--- config.mk ---
export PLATFORM = sky130hd
export DESIGN_NAME = vlg_multi_cnt
export DESIGN_NICKNAME = d
export VERILOG_FILES = /design/src/rtl/vlg_cnt_pkg.sv /design/src/rtl/vlg_cnt_ch.sv /design/src/rtl/vlg_multi_cnt.sv
export SDC_FILE = /design/constraint.sdc
export NUM_CORES = 1
export LEC_CHECK = 0
export CAP_MARGIN = 5
export CORE_MARGIN = 2
export CORE_UTILIZATION = 39
export CTS_BUF_LIST = sky130_fd_sc_hd__clkbuf_16
export DETAILED_ROUTE_END_ITERATION = 12
export PLACE_DENSITY = 0.76
export SLEW_MARGIN = 20
export SYNTH_ARGS = -nofsm -noshare
export SYNTH_HDL_FRONTEND = slang
export SYNTH_HIERARCHICAL = 1
export SYNTH_SLANG_ARGS = --single-unit
--- constraint.sdc ---
create_clock -name i_clk -period 2.7 [get_ports i_clk]
set_clock_uncertainty 0.2 [all_clocks]
set_input_delay 0.54 -clock i_clk [delete_from_list [all_inputs] [get_ports i_clk]]
set_output_delay 0.54 -clock i_clk [all_outputs]
set_load 0.01 [all_outputs]
--- src/rtl/vlg_cnt_pkg.sv ---
// vlg_cnt_pkg: shared constants for the multi-channel counter.
// Holds overflow-mode selectors and per-channel operation priority.
package vlg_cnt_pkg;

   localparam int MODE_WRAP = 0;
   localparam int MODE_SAT  = 1;

   typedef enum logic [1:0] {
      OP_HOLD  = 2'd0,
      OP_COUNT = 2'd1,
      OP_LOAD  = 2'd2,
      OP_CLR   = 2'd3
   } op_e;

   // clear beats load beats count beats hold
   function automatic op_e op_sel(
      input logic clr,
      input logic load,
      input logic en
   );
      op_e op;
      priority case (1'b1)
         clr:     op = OP_CLR;
         load:    op = OP_LOAD;
         en:      op = OP_COUNT;
         default: op = OP_HOLD;
      endcase
      return op;
   endfunction

endpackage

--- src/rtl/vlg_cnt_ch.sv ---
// vlg_cnt_ch: one up/down counter channel with clear, load and
// wrap or saturate overflow handling plus a terminal-count flag.
module vlg_cnt_ch
   import vlg_cnt_pkg::*;
#(
   parameter int WIDTH = 4,
   parameter int MODE  = MODE_WRAP
) (
   input  logic             clk,
   input  logic             rst_n,
   input  logic             en,
   input  logic             dir,
   input  logic             clr,
   input  logic             load,
   input  logic [WIDTH-1:0] load_val,
   output logic [WIDTH-1:0] cnt,
   output logic             tc,
   output logic             tc_next
);

   localparam logic [WIDTH-1:0] MAX = '1;
   localparam logic [WIDTH-1:0] ONE = WIDTH'(1);

   op_e              op;
   logic             at_lim;
   logic [WIDTH-1:0] stepped;
   logic [WIDTH-1:0] cnt_next;

   // decode operation and precompute the one-step neighbour
   always_comb begin
      op      = op_sel(clr, load, en);
      at_lim  = dir ? (cnt == MAX) : (cnt == '0);
      stepped = dir ? (cnt + ONE) : (cnt - ONE);
   end

   // next count and next terminal flag
   always_comb begin
      cnt_next = cnt;
      tc_next  = tc;
      unique case (op)
         OP_CLR: begin
            cnt_next = '0;
            tc_next  = 1'b0;
         end
         OP_LOAD: begin
            cnt_next = load_val;
            tc_next  = 1'b0;
         end
         OP_COUNT: begin
            if (MODE == MODE_SAT) begin
               // flag stays up while pinned at the limit we head to
               cnt_next = at_lim ? cnt : stepped;
               tc_next  = dir ? (cnt_next == MAX)
                              : (cnt_next == '0);
            end else begin
               // flag marks the cycle the wrapped value shows
               cnt_next = stepped;
               tc_next  = at_lim;
            end
         end
         default: begin
            if (MODE != MODE_SAT) tc_next = 1'b0;
         end
      endcase
   end

   // count and flag registers
   always_ff @(posedge clk or negedge rst_n) begin
      if (!rst_n) begin
         cnt <= '0;
         tc  <= 1'b0;
      end else begin
         cnt <= cnt_next;
         tc  <= tc_next;
      end
   end

endmodule

--- src/rtl/vlg_multi_cnt.sv ---
// vlg_multi_cnt: CH independent counter channels with packed I/O
// and a registered any-terminal-count summary flag.
module vlg_multi_cnt
   import vlg_cnt_pkg::*;
#(
   parameter int WIDTH = 4,
   parameter int CH    = 2,
   parameter int MODE  = MODE_WRAP
) (
   input  logic                i_clk,
   input  logic                i_rst_n,
   input  logic [CH-1:0]       i_en,
   input  logic [CH-1:0]       i_dir,
   input  logic [CH-1:0]       i_clr,
   input  logic [CH-1:0]       i_load,
   input  logic [CH*WIDTH-1:0] i_load_val,
   output logic [CH*WIDTH-1:0] o_cnt,
   output logic [CH-1:0]       o_tc,
   output logic                o_any_tc
);

   logic [CH-1:0] tc_next;

   for (genvar k = 0; k < CH; k++) begin : g_ch
      vlg_cnt_ch #(
         .WIDTH (WIDTH),
         .MODE  (MODE)
      ) u_ch (
         .clk      (i_clk),
         .rst_n    (i_rst_n),
         .en       (i_en[k]),
         .dir      (i_dir[k]),
         .clr      (i_clr[k]),
         .load     (i_load[k]),
         .load_val (i_load_val[k*WIDTH +: WIDTH]),
         .cnt      (o_cnt[k*WIDTH +: WIDTH]),
         .tc       (o_tc[k]),
         .tc_next  (tc_next[k])
      );
   end

   // summary flag from next-state flags so it lines up with o_tc
   always_ff @(posedge i_clk or negedge i_rst_n) begin
      if (!i_rst_n) o_any_tc <= 1'b0;
      else          o_any_tc <= |tc_next;
   end

endmodule
==> results of run 1 <==
==> worst paths after layout <==
path,end,slack [ns],depth (start not counted)
max,g_ch[0].u_ch/cnt[1],0.50,6
min,g_ch[0].u_ch/cnt[2],0.37,2
max reg2reg,g_ch[0].u_ch/cnt[1],1.07,3
min reg2reg,g_ch[0].u_ch/cnt[2],0.37,2
max in group asynchronous,g_ch[1].u_ch/cnt[2],1.52,1
min in group asynchronous,g_ch[0].u_ch/cnt[2],0.44,1
==> flip-flops by register name, indices dropped and copies added, names as in the netlist <==
name,cells
g_ch.u_ch/cnt,8
o_any_tc,1
g_ch.u_ch/tc,2
==> placed cells by master (no fill, tap or decap), types with 3 or more instances in the layout <==
cell	count
sky130_fd_sc_hd__nand2_1	8
sky130_fd_sc_hd__inv_1	11
sky130_fd_sc_hd__xor2_1	4
sky130_fd_sc_hd__clkdlybuf4s50_1	28
sky130_fd_sc_hd__o21ai_0	8
sky130_fd_sc_hd__a21oi_1	4
sky130_fd_sc_hd__or2_2	4
sky130_fd_sc_hd__clkbuf_16	3
sky130_fd_sc_hd__dfrtp_1	11
sky130_fd_sc_hd__ha_1	10
sky130_fd_sc_hd__a22oi_1	6
==> area by class of cell <==
cell class,instances,area [um2]
inverter,10,37.54
clock inverter,1,3.754
clock buffer,3,75.07
tap,27,33.78
multi-input combinational,65,486.7
sequential,11,275.3
timing repair buffer,28,280.3
fill,181,749.5
==> critical path: cells and delay by family <==
family / cells / cell delay (ns)
fa+ha+maj: 1 / 0.30
simple gates: 1 / 0.32
buf+inv: 2 / 0.51
compound gates: 2 / 0.46
==> layer usage <==
metal | GRT usage, % | part of all wire [%]
met3 | 4.601 | 3.8
met4 | 5.714 | 1.6
met1 | 20.08 | 44
met5 | 0 | 0
met2 | 28.38 | 50
==> report_power, final <==
part	total [mW]	leakage (nW)	switching (mW)	internal (mW)
registers	0.191	0.150	0.0152	0.176
clock network	0.262	0.0423	0.0678	0.194
logic	0.134	0.382	0.0570	0.0770
==> stage by stage <==
| step | hold slack [ns] | power [mW] | setup WS [ns] | util [%] | cell area (um2) |
|---|---|---|---|---|---|
| floorplan | 0.04441 | 0.2595 | 0.8683 | - | 799.5 |
| global placement | 0.3517 | 0.3236 | 0.3601 | 57.35 | 1114 |
| detailed placement | 0.3615 | 0.3276 | 0.2492 | 57.35 | 1114 |
| CTS | 0.3694 | 0.5920 | 0.4844 | 61.40 | 1192 |
| global route | 0.3891 | 0.6184 | 0.4507 | 61.40 | 1192 |
| finish | 0.3701 | 0.5870 | 0.5024 | 61.40 | 1192 |
==> logic make-up after synthesis <==
family          count (synthesis)
compound gates                 24
simple gates                   23
xor+xnor                        6
flops                          11
buf+inv                        10
fa+ha+maj                      12
==> load_flow_metrics.sql, run 1 <==
INSERT INTO impl_metrics (metric_group, metric, value, unit) VALUES
('clocking', 'numClockSinks', '11', ''),
('power_and_ir_drop', 'power_per_cell_area', '492.3', 'nW/um2'),
('synth', 'post-synth-top-count-cell', 'sky130_fd_sc_hd__dfrtp_1', ''),
('synth', 'post_synth_fa_ha_maj_area_fraction', '20.66', '%'),
('grt', 'grt_remaining_overflow', '0', ''),
('die', 'die_ar', '2428', 'um2'),
('synth', 'synth_nets', '116', ''),
('worst_setup_path', 'cp_cell_sequence', 'clkdlybuf4s50_1 -> inv_1 -> a21oi_1 -> ha_1 -> or2_2 -> o21ai_0', ''),
('worst_setup_path', 'path_max_fanout', '3', ''),
('clocking', 'clkSlewWorstSetupHoldPaths', '0.04', 'ns'),
('grt', 'grt.total_usage', '16.69', '%'),
('detailed_routing', 'average_wire_length_per_cell_after_detail_routing', '12.09', 'um'),
('worst_setup_path', 'timing_worst_setup_path_type', 'input port to register', ''),
('cells_and_area', 'finish.net_count', '149', ''),
('cells_and_area', 'antennaDiodeCount', '0', ''),
('sta', 'timing.max_slew.rel_slack', '66.91', '%'),
('die', 'number_of_rows_created_at_floorplan', '16', ''),
('placed_design', 'placed_cells', '141', ''),
('power_and_ir_drop', 'power_leakage', '0.5741', 'nW'),
('grt', 'global_route_wire_length_before_repair', '3132', 'um'),
('cells_and_area', 'areaGrowthSynthToFinish', '49.14', '%'),
('sta', 'timing.final.hold_violations', '0', ''),
('synth', 'ys_ff_latch', '11', ''),
('synth', 'synth_largest_area_cell', 'sky130_fd_sc_hd__dfrtp_1', ''),
('worst_setup_path', 'crit_start', 'i_load[0]', ''),
('clocking', 'cts-root-buf', 'sky130_fd_sc_hd__clkbuf_16', ''),
('sta', 'period_utilization', '81.39', '%'),
('worst_setup_path', 'worstPathRequired', '2.64', 'ns'),
('detailed_routing', 'detail_route.drc_violations', '0', ''),
('synth', 'synth_xor_xnor_area_share', '6.573', '%'),
('die', 'design.portCount', '29', ''),
('sta', 'worst_pin_slew', '0.4947', 'ns'),
('grt', 'maximum_number_of_pins_on_one_net_before_global_route_repair', '12', ''),
('worst_setup_path', 'critical_path_sink_type', 'register', ''),
('power_and_ir_drop', 'vdd.ir_drop.worst', '0.3543', 'mV'),
('sta', 'finalWorstPathRequiredPeriod', '2.198', 'ns'),
('detailed_routing', 'detailedRoute.firstPassIterationCount', '3', ''),
('synth', 'synthArstFlopShare', '100.0', '%'),
('placed_design', 'hpwlAfterDp', '1398', 'um'),
('worst_setup_path', 'cp_data_arrival_time', '2.14', 'ns'),
('placed_design', 'io_buffers', '28', ''),
('synth', 'synthesis.area', '799.5', 'um2'),
('worst_setup_path', 'timing.critical_path.slowest_stage_cell', 'sky130_fd_sc_hd__clkdlybuf4s50_1', ''),
('worst_setup_path', 'reg2reg_from', 'g_ch[0].u_ch/cnt[0]', ''),
('clocking', 'post-cts-setup-buffer-count', '0', ''),
('detailed_routing', 'vias_per_cell', '4.972', ''),
('synth', 'synth_largest_type_area_fraction', '34.43', '%'),
('die', 'fp.dieW', '49.28', 'um'),
('clocking', 'cts_inserted_buffers', '3', ''),
('grt', 'via_count_of_the_first_global_routing_pass', '715', ''),
('worst_setup_path', 'critical_path.startpoint_type', 'input port', ''),
('run_status', 'result_of_the_run', 'finished clean', ''),
('worst_hold_path', 'holdCritPathClass', 'register to register', ''),
('detailed_routing', 'detail_route.wirelength', '1753', 'um'),
('sta', 'grt_setup_unrepaired', 'false', ''),
('synth', 'syn_area_per_cell', '9.297', 'um2'),
('clocking', 'clkLatencyLatePin', '0.24', 'ns'),
('synth', 'syn_inst', '86', ''),
('grt', 'antenna_found_initial', '0', ''),
('clocking', 'clock_tree_from_tritoncts', 'built', ''),
('synth', 'synth_compound_gate_area_share', '18.47', '%'),
('clocking', 'cts-htree-levels', '1', ''),
('sta', 'sum_of_negative_setup_slack', '0', 'ns'),
('die', 'floorplan.die.height', '49.28', 'um'),
('worst_setup_path', 'max_stage_delay', '0.47', 'ns'),
('synth', 'post_synth_most_frequent_cells', '11 x sky130_fd_sc_hd__dfrtp_1, 10 x sky130_fd_sc_hd__ha_1, 10 x sky130_fd_sc_hd__inv_1, 8 x sky130_fd_sc_hd__nand2_1, 8 x sky130_fd_sc_hd__o21ai_0', ''),
('clocking', 'ctsLongestPathBuffers', '2', ''),
('detailed_routing', 'detailroute.via_count', '721', ''),
('clocking', 'cts.hold.buffers_added', '0', ''),
('detailed_routing', 'detail_route.iter0.violations', '7', ''),
('run', 'max_cap_check_violation_count', '0', '');
(Power assumes the default switching activity.)
==> inputs of run 2 (changes only) <==
- clock period: 2.7 -> 2.1 ns (I/O delays scaled with it)
==> load_flow_metrics.sql, run 2 (synthesis results as in run 1) <==
INSERT INTO impl_metrics (metric_group, metric, value, unit) VALUES
('run_status', 'result_of_the_run', 'finished clean', ''),
('power_and_ir_drop', 'totalPowerFinal', '0.7628', 'mW'),
('sta', 'timing.max_slew.rel_slack', '68.42', '%'),
('worst_hold_path', 'holdCritPathClass', 'input port to asynchronous set/reset pin', ''),
('worst_setup_path', 'worst_r2r_endpoint', 'g_ch[0].u_ch/cnt[2]', ''),
('power_and_ir_drop', 'power_per_cell_area', '616.5', 'nW/um2'),
('detailed_routing', 'detailedRoute.firstPassIterationCount', '4', ''),
('worst_setup_path', 'rrSetupSlack', '0.49', 'ns'),
('worst_setup_path', 'cp_data_arrival_time', '1.96', 'ns'),
('detailed_routing', 'vias_per_cell', '4.920', ''),
('sta', 'timing.final.max_slew_violations', '0', ''),
('worst_setup_path', 'critical-path-top-cell-by-count', 'sky130_fd_sc_hd__or2_2', ''),
('power_and_ir_drop', 'power_leakage', '0.5998', 'nW'),
('clocking', 'cts-root-buf', 'sky130_fd_sc_hd__clkbuf_16', ''),
('cells_and_area', 'antennaDiodeCount', '0', ''),
('worst_setup_path', 'reg2reg_from', 'g_ch[0].u_ch/cnt[0]', ''),
('clocking', 'clock_tree_from_tritoncts', 'built', ''),
('cells_and_area', 'areaGrowthSynthToFinish', '54.77', '%'),
('clocking', 'clkLatencyLatePin', '0.23', 'ns'),
('worst_setup_path', 'cp_cell_sequence', 'clkdlybuf4s50_1 -> or2_2 -> ha_1 -> or2_2 -> o21ai_0', ''),
('placed_design', 'hpwlAfterDp', '1388', 'um'),
('worst_setup_path', 'worstPathRequired', '2.05', 'ns'),
('sta', 'grt_setup_unrepaired', 'false', ''),
('sta', 'period_utilization', '95.76', '%'),
('cells_and_area', 'post-route-util', '63.72', '%'),
('cells_and_area', 'multi_input_area', '494.2', 'um2'),
('clocking', 'cts-htree-levels', '1', ''),
('clocking', 'cts.hold.buffers_added', '0', ''),
('cells_and_area', 'final_cell_mix', '28 x sky130_fd_sc_hd__clkdlybuf4s50_1, 11 x sky130_fd_sc_hd__inv_1, 11 x sky130_fd_sc_hd__dfrtp_1', ''),
('grt', 'global_route_wire_length_before_repair', '3132', 'um'),
('clocking', 'cts_resized', '0', ''),
('sta', 'finalWorstPathRequiredPeriod', '2.011', 'ns'),
('die', 'floorplan.core_area', '1942', 'um2'),
('sta', 'timing.final.hold_violations', '0', ''),
('worst_setup_path', 'path_max_fanout', '3', ''),
('die', 'design.portCount', '29', ''),
('grt', 'via_count_of_the_first_global_routing_pass', '725', ''),
('clocking', 'clkSlewWorstSetupHoldPaths', '0.04', 'ns'),
('die', 'number_of_rows_created_at_floorplan', '16', ''),
('placed_design', 'finalWeightedCongestion', '0.8108', ''),
('die', 'die_ar', '2428', 'um2'),
('cells_and_area', 'post_route_cells_drive_above_1_share', '13.01', '%'),
('worst_setup_path', 'timing_worst_setup_path_type', 'input port to register', ''),
('cells_and_area', 'finish.net_count', '154', ''),
('worst_setup_path', 'critical_path.startpoint_type', 'input port', ''),
('clocking', 'ctsLongestPathBuffers', '2', ''),
('worst_setup_path', 'critical_path_sink_type', 'register', ''),
('detailed_routing', 'detail_route.iter0.violations', '13', ''),
('detailed_routing', 'detail_route.drc_violations', '0', ''),
('power_and_ir_drop', 'vdd.ir_drop.worst', '0.5020', 'mV'),
('die', 'initial_utilization', '41.17', '%'),
('sta', 'setup_slack', '0.08901', 'ns'),
('clocking', 'post-cts-setup-buffer-count', '0', ''),
('grt', 'antenna_found_initial', '0', ''),
('cells_and_area', 'filler_cell_count', '169', ''),
('grt', 'grt.total_usage', '16.87', '%'),
('cells_and_area', 'largest_register_ffs', '8', ''),
('detailed_routing', 'detailroute.via_count', '738', ''),
('grt', 'grt_remaining_overflow', '0', ''),
('detailed_routing', 'ant_nets', '0', ''),
('worst_setup_path', 'timing.critical_path.slowest_stage_cell', 'sky130_fd_sc_hd__clkdlybuf4s50_1', ''),
('cells_and_area', 'layout.cells.most_common', 'sky130_fd_sc_hd__clkdlybuf4s50_1', ''),
('clocking', 'cts_inserted_buffers', '3', ''),
('detailed_routing', 'detail_route.wirelength', '1773', 'um'),
('worst_setup_path', 'max_stage_delay', '0.44', 'ns'),
('sta', 'worst_pin_slew', '0.4722', 'ns'),
('placed_design', 'pre_cts_slack', '-0.1822', 'ns'),
('detailed_routing', 'average_wire_length_per_cell_after_detail_routing', '11.82', 'um'),
('die', 'fp.dieW', '49.28', 'um'),
('cells_and_area', 'top_regs', 'g_ch.u_ch/cnt (8), g_ch.u_ch/tc (2), o_any_tc (1)', ''),
('die', 'floorplan.die.height', '49.28', 'um'),
('worst_setup_path', 'critPathTopFamily', 'simple AND/OR/NAND/NOR gates', ''),
('placed_design', 'io_buffers', '28', ''),
('worst_setup_path', 'worst_r2r_path_depth', '4', ''),
('sta', 'setup-violations-final', '0', ''),
('sta', 'worst_hold_slack', '0.3129', 'ns'),
('run', 'max_cap_check_violation_count', '0', ''),
('worst_setup_path', 'path_buf_inv', '1', ''),
('cells_and_area', 'register_area', '275.3', 'um2'),
('sta', 'maxClockFrequency', '0.4973', 'GHz'),
('clocking', 'numClockSinks', '11', ''),
('cells_and_area', 'largest-register', 'g_ch.u_ch/cnt', ''),
('grt', 'maximum_number_of_pins_on_one_net_before_global_route_repair', '12', '');
## run 2: final cells by class
| type | count | area share [%] |
|---|---|---|
| multi-input combinational | 65 | 39.94 |
| timing repair buffer | 33 | 25.68 |
| sequential | 11 | 22.24 |
| clock buffer | 3 | 6.067 |
| inverter | 10 | 3.033 |
| tap | 27 | 2.730 |
| clock inverter | 1 | 0.3033 |
## run 2: report_power, final
group	switching [mW]	internal, mW	total (mW)
clock network	0.0876	0.249	0.337
registers	0.0197	0.227	0.246
logic	0.0750	0.105	0.180
total	0.182	0.581	0.763
## run 2: worst max-delay path by stage
stage / cells past startpoint / slack [ns] / start / end
6_report: 5 / 0.09 / i_clr[0] / g_ch[0].u_ch/cnt[1]
4_1_cts: 6 / 0.06 / i_load[0] / g_ch[0].u_ch/cnt[1]
5_1_grt: 7 / 0.02 / i_dir[1] / g_ch[1].u_ch/cnt[3]
2_1_floorplan: 4 / 0.39 / i_load[0] / g_ch[0].u_ch/cnt[1]
3_5_place_dp: 6 / -0.18 / i_load[0] / g_ch[0].u_ch/cnt[1]
3_3_place_gp: 6 / -0.09 / i_load[0] / g_ch[0].u_ch/cnt[0]
## run 2: per-stage QoR
stage               area [um2]  instances  setup TNS, ns
global route              1237        150              0
finish                    1237        150              0
floorplan                799.5         86              0
CTS                       1230        150              0
detailed placement        1151        146         -1.075
global placement          1151        146        -0.7146
## run 2: routing by layer
layer,part of all wire [%],routed length (um),up-vias,track usage [%]
met5,0,0,-,0
met2,51,908,17,28.83
met3,4.1,73,2,5.215
met4,0.96,17,0,7.619
li1,-,-,375,-
met1,44,774,344,19.10
==> inputs of run 3 (changes only) <==
- CORE_MARGIN: 2 -> 1.5
- REMOVE_ABC_BUFFERS: default -> 1
==> load_flow_metrics.sql, run 3 (synthesis results as in run 1) <==
INSERT INTO impl_metrics (metric_group, metric, value, unit) VALUES
('run_status', 'result_of_the_run', 'finished clean', ''),
('grt', 'maximum_number_of_pins_on_one_net_before_global_route_repair', '12', ''),
('detailed_routing', 'vias_per_cell', '5.132', ''),
('detailed_routing', 'detail_route.drc_violations', '0', ''),
('placed_design', 'finalWeightedCongestion', '0.7389', ''),
('cells_and_area', 'largest_register_ffs', '8', ''),
('sta', 'worst_pin_slew', '0.4953', 'ns'),
('power_and_ir_drop', 'power_per_cell_area', '616.4', 'nW/um2'),
('grt', 'grt.total_usage', '18.69', '%'),
('worst_setup_path', 'critical-path-top-cell-by-count', 'sky130_fd_sc_hd__or2_2', ''),
('clocking', 'numClockSinks', '11', ''),
('worst_setup_path', 'rrSetupSlack', '0.42', 'ns'),
('worst_setup_path', 'path_buf_inv', '1', ''),
('worst_setup_path', 'path_max_fanout', '3', ''),
('detailed_routing', 'detail_route.wirelength', '1832', 'um'),
('clocking', 'ctsLongestPathBuffers', '2', ''),
('cells_and_area', 'top_regs', 'g_ch.u_ch/cnt (8), g_ch.u_ch/tc (2), o_any_tc (1)', ''),
('worst_setup_path', 'cp_data_arrival_time', '1.96', 'ns'),
('grt', 'grt_remaining_overflow', '0', ''),
('sta', 'grt_setup_unrepaired', 'false', ''),
('detailed_routing', 'average_wire_length_per_cell_after_detail_routing', '12.13', 'um'),
('clocking', 'post-cts-setup-buffer-count', '0', ''),
('worst_setup_path', 'cp.depth', '5', ''),
('grt', 'antenna_found_initial', '0', ''),
('worst_setup_path', 'critical_path_sink_type', 'register', ''),
('grt', 'via_count_of_the_first_global_routing_pass', '659', ''),
('worst_setup_path', 'worstPathRequired', '2.05', 'ns'),
('cells_and_area', 'design_area', '1249', 'um2'),
('cells_and_area', 'antennaDiodeCount', '0', ''),
('sta', 'sum_of_negative_setup_slack', '0', 'ns'),
('power_and_ir_drop', 'vdd.ir_drop.worst', '0.6128', 'mV'),
('die', 'initial_utilization', '41.17', '%'),
('sta', 'timing.final.max_slew_violations', '0', ''),
('placed_design', 'hpwlAfterDp', '1482', 'um'),
('clocking', 'cts-root-buf', 'sky130_fd_sc_hd__clkbuf_16', ''),
('worst_setup_path', 'critical_path.startpoint_type', 'input port', ''),
('detailed_routing', 'detailroute.via_count', '775', ''),
('clocking', 'cts-htree-levels', '1', ''),
('die', 'die_ar', '2330', 'um2'),
('placed_design', 'placed_cell_area', '1159', 'um2'),
('detailed_routing', 'detail_route.iter0.violations', '18', ''),
('clocking', 'cts_inserted_buffers', '3', ''),
('sta', 'finalWorstPathRequiredPeriod', '2.011', 'ns'),
('die', 'floorplan.die.height', '48.28', 'um'),
('sta', 'timing.max_slew.rel_slack', '66.88', '%'),
('worst_setup_path', 'crit_start', 'i_load[0]', ''),
('sta', 'timing.final.hold_violations', '0', ''),
('worst_setup_path', 'crit_path_end', 'g_ch[0].u_ch/cnt[2]', ''),
('placed_design', 'io_buffers', '28', ''),
('detailed_routing', 'ant_nets', '0', ''),
('worst_setup_path', 'timing_worst_setup_path_type', 'input port to register', ''),
('worst_setup_path', 'reg2reg_from', 'g_ch[0].u_ch/cnt[1]', ''),
('die', 'floorplan.core_area', '1942', 'um2'),
('cells_and_area', 'layout.cells.most_common', 'sky130_fd_sc_hd__clkdlybuf4s50_1', ''),
('cells_and_area', 'final_cell_mix', '28 x sky130_fd_sc_hd__clkdlybuf4s50_1, 11 x sky130_fd_sc_hd__inv_1, 11 x sky130_fd_sc_hd__dfrtp_1', ''),
('sta', 'maxClockFrequency', '0.4971', 'GHz'),
('detailed_routing', 'detailedRoute.firstPassIterationCount', '4', ''),
('power_and_ir_drop', 'totalPowerFinal', '0.7697', 'mW'),
('run', 'max_cap_check_violation_count', '0', ''),
('worst_setup_path', 'timing.critical_path.slowest_stage_cell', 'sky130_fd_sc_hd__clkdlybuf4s50_1', ''),
('clocking', 'clkSlewWorstSetupHoldPaths', '0.04', 'ns'),
('cells_and_area', 'areaGrowthSynthToFinish', '56.18', '%'),
('die', 'fp.dieW', '48.28', 'um'),
('worst_setup_path', 'critPathTopFamily', 'simple AND/OR/NAND/NOR gates', ''),
('worst_hold_path', 'holdCritPathClass', 'input port to asynchronous set/reset pin', ''),
('cells_and_area', 'largest-register', 'g_ch.u_ch/cnt', ''),
('worst_setup_path', 'cp_cell_sequence', 'clkdlybuf4s50_1 -> or2_2 -> ha_1 -> or2_2 -> o21ai_0', ''),
('worst_setup_path', 'worst_r2r_path_depth', '5', ''),
('sta', 'worst_hold_slack', '0.3206', 'ns'),
('die', 'number_of_rows_created_at_floorplan', '16', ''),
('clocking', 'clock_tree_from_tritoncts', 'built', ''),
('worst_setup_path', 'max_stage_delay', '0.42', 'ns'),
('clocking', 'cts.hold.buffers_added', '0', ''),
('cells_and_area', 'finish.net_count', '155', ''),
('sta', 'setup-violations-final', '0', ''),
('cells_and_area', 'post_route_cells_drive_above_1_share', '14.52', '%'),
('clocking', 'clkLatencyLatePin', '0.24', 'ns'),
('grt', 'global_route_wire_length_before_repair', '2911', 'um'),
('die', 'design.portCount', '29', ''),
('worst_setup_path', 'worst_r2r_endpoint', 'g_ch[0].u_ch/cnt[3]', ''),
('power_and_ir_drop', 'power_leakage', '0.6053', 'nW'),
('sta', 'period_utilization', '95.79', '%');
==> run 3: changes by cell type in the layout (fill, tap and decap cells not counted) <==
cell                      change
sky130_fd_sc_hd__a21oi_1      -1
sky130_fd_sc_hd__a21oi_2      +1
sky130_fd_sc_hd__buf_4        +1
sky130_fd_sc_hd__o21ai_0      -1
sky130_fd_sc_hd__o21ai_1      +1
==> run 3: worst min path at each step <==
stage	slack, ns	depth (start not counted)	from	to
CTS	0.33	1	i_rst_n	g_ch[0].u_ch/tc
detailed placement	0.37	2	g_ch[1].u_ch/cnt[2]	g_ch[1].u_ch/cnt[2]
global route	0.37	1	i_rst_n	g_ch[0].u_ch/tc
floorplan	-0.08	0	i_rst_n	g_ch[0].u_ch/cnt[0]
global placement	0.34	2	g_ch[1].u_ch/cnt[2]	g_ch[1].u_ch/cnt[2]
finish	0.32	1	i_rst_n	g_ch[0].u_ch/tc
==> run 3: final cells by class <==
type,instances,area (um2)
clock buffers,3,75.07
inverters,10,37.54
multi-input cells,65,498.0
fillers,166,693.2
well taps,27,33.78
repair buffers,34,325.3
clock inverters,1,3.754
flip-flops and latches,11,275.3
==> run 3: report_power, final <==
part / switching [mW] / internal, mW / leakage (nW) / total (mW)
registers: 0.0204 / 0.227 / 0.150 / 0.247
clock network: 0.0876 / 0.249 / 0.0423 / 0.337
logic: 0.0789 / 0.107 / 0.413 / 0.186
==> run 3: metal layers <==
metal | vias up | track usage (%) | part of all wire [%]
met1 | 367 | 23.85 | 42
met2 | 23 | 28.42 | 51
li1 | 379 | - | -
met4 | 0 | 8.108 | 2.6
met3 | 6 | 6.667 | 4.7
met5 | - | 0 | 0
==> run 3: repair_timing <==
item / in CTS / in global routing
endpoints found under the hold margin: 0 / 0
setup endpoints to repair: 0 / 7
resized for setup: 0 / 4
==> run 3: worst reg2reg max path, delay by kind of cell (launching register included) <==
kind                     cells  cell delay (ns)
XOR/XNOR                     1             0.15
adder cells (fa/ha/maj)      1             0.31
AO/OA/AOI/OAI                3             0.44
flip-flops                   1             0.45
==> run 3: per-stage QoR <==
stage / setup slack, ns / cells / utilization, %
final: 0.08850 / 151 / 64.30
after global routing: 0.01696 / 151 / 64.30
after CTS: 0.04735 / 151 / 63.72
after detailed placement: -0.1629 / 147 / 59.66
after global placement: -0.08472 / 147 / 59.66
after floorplan: 0.3883 / 86 / -
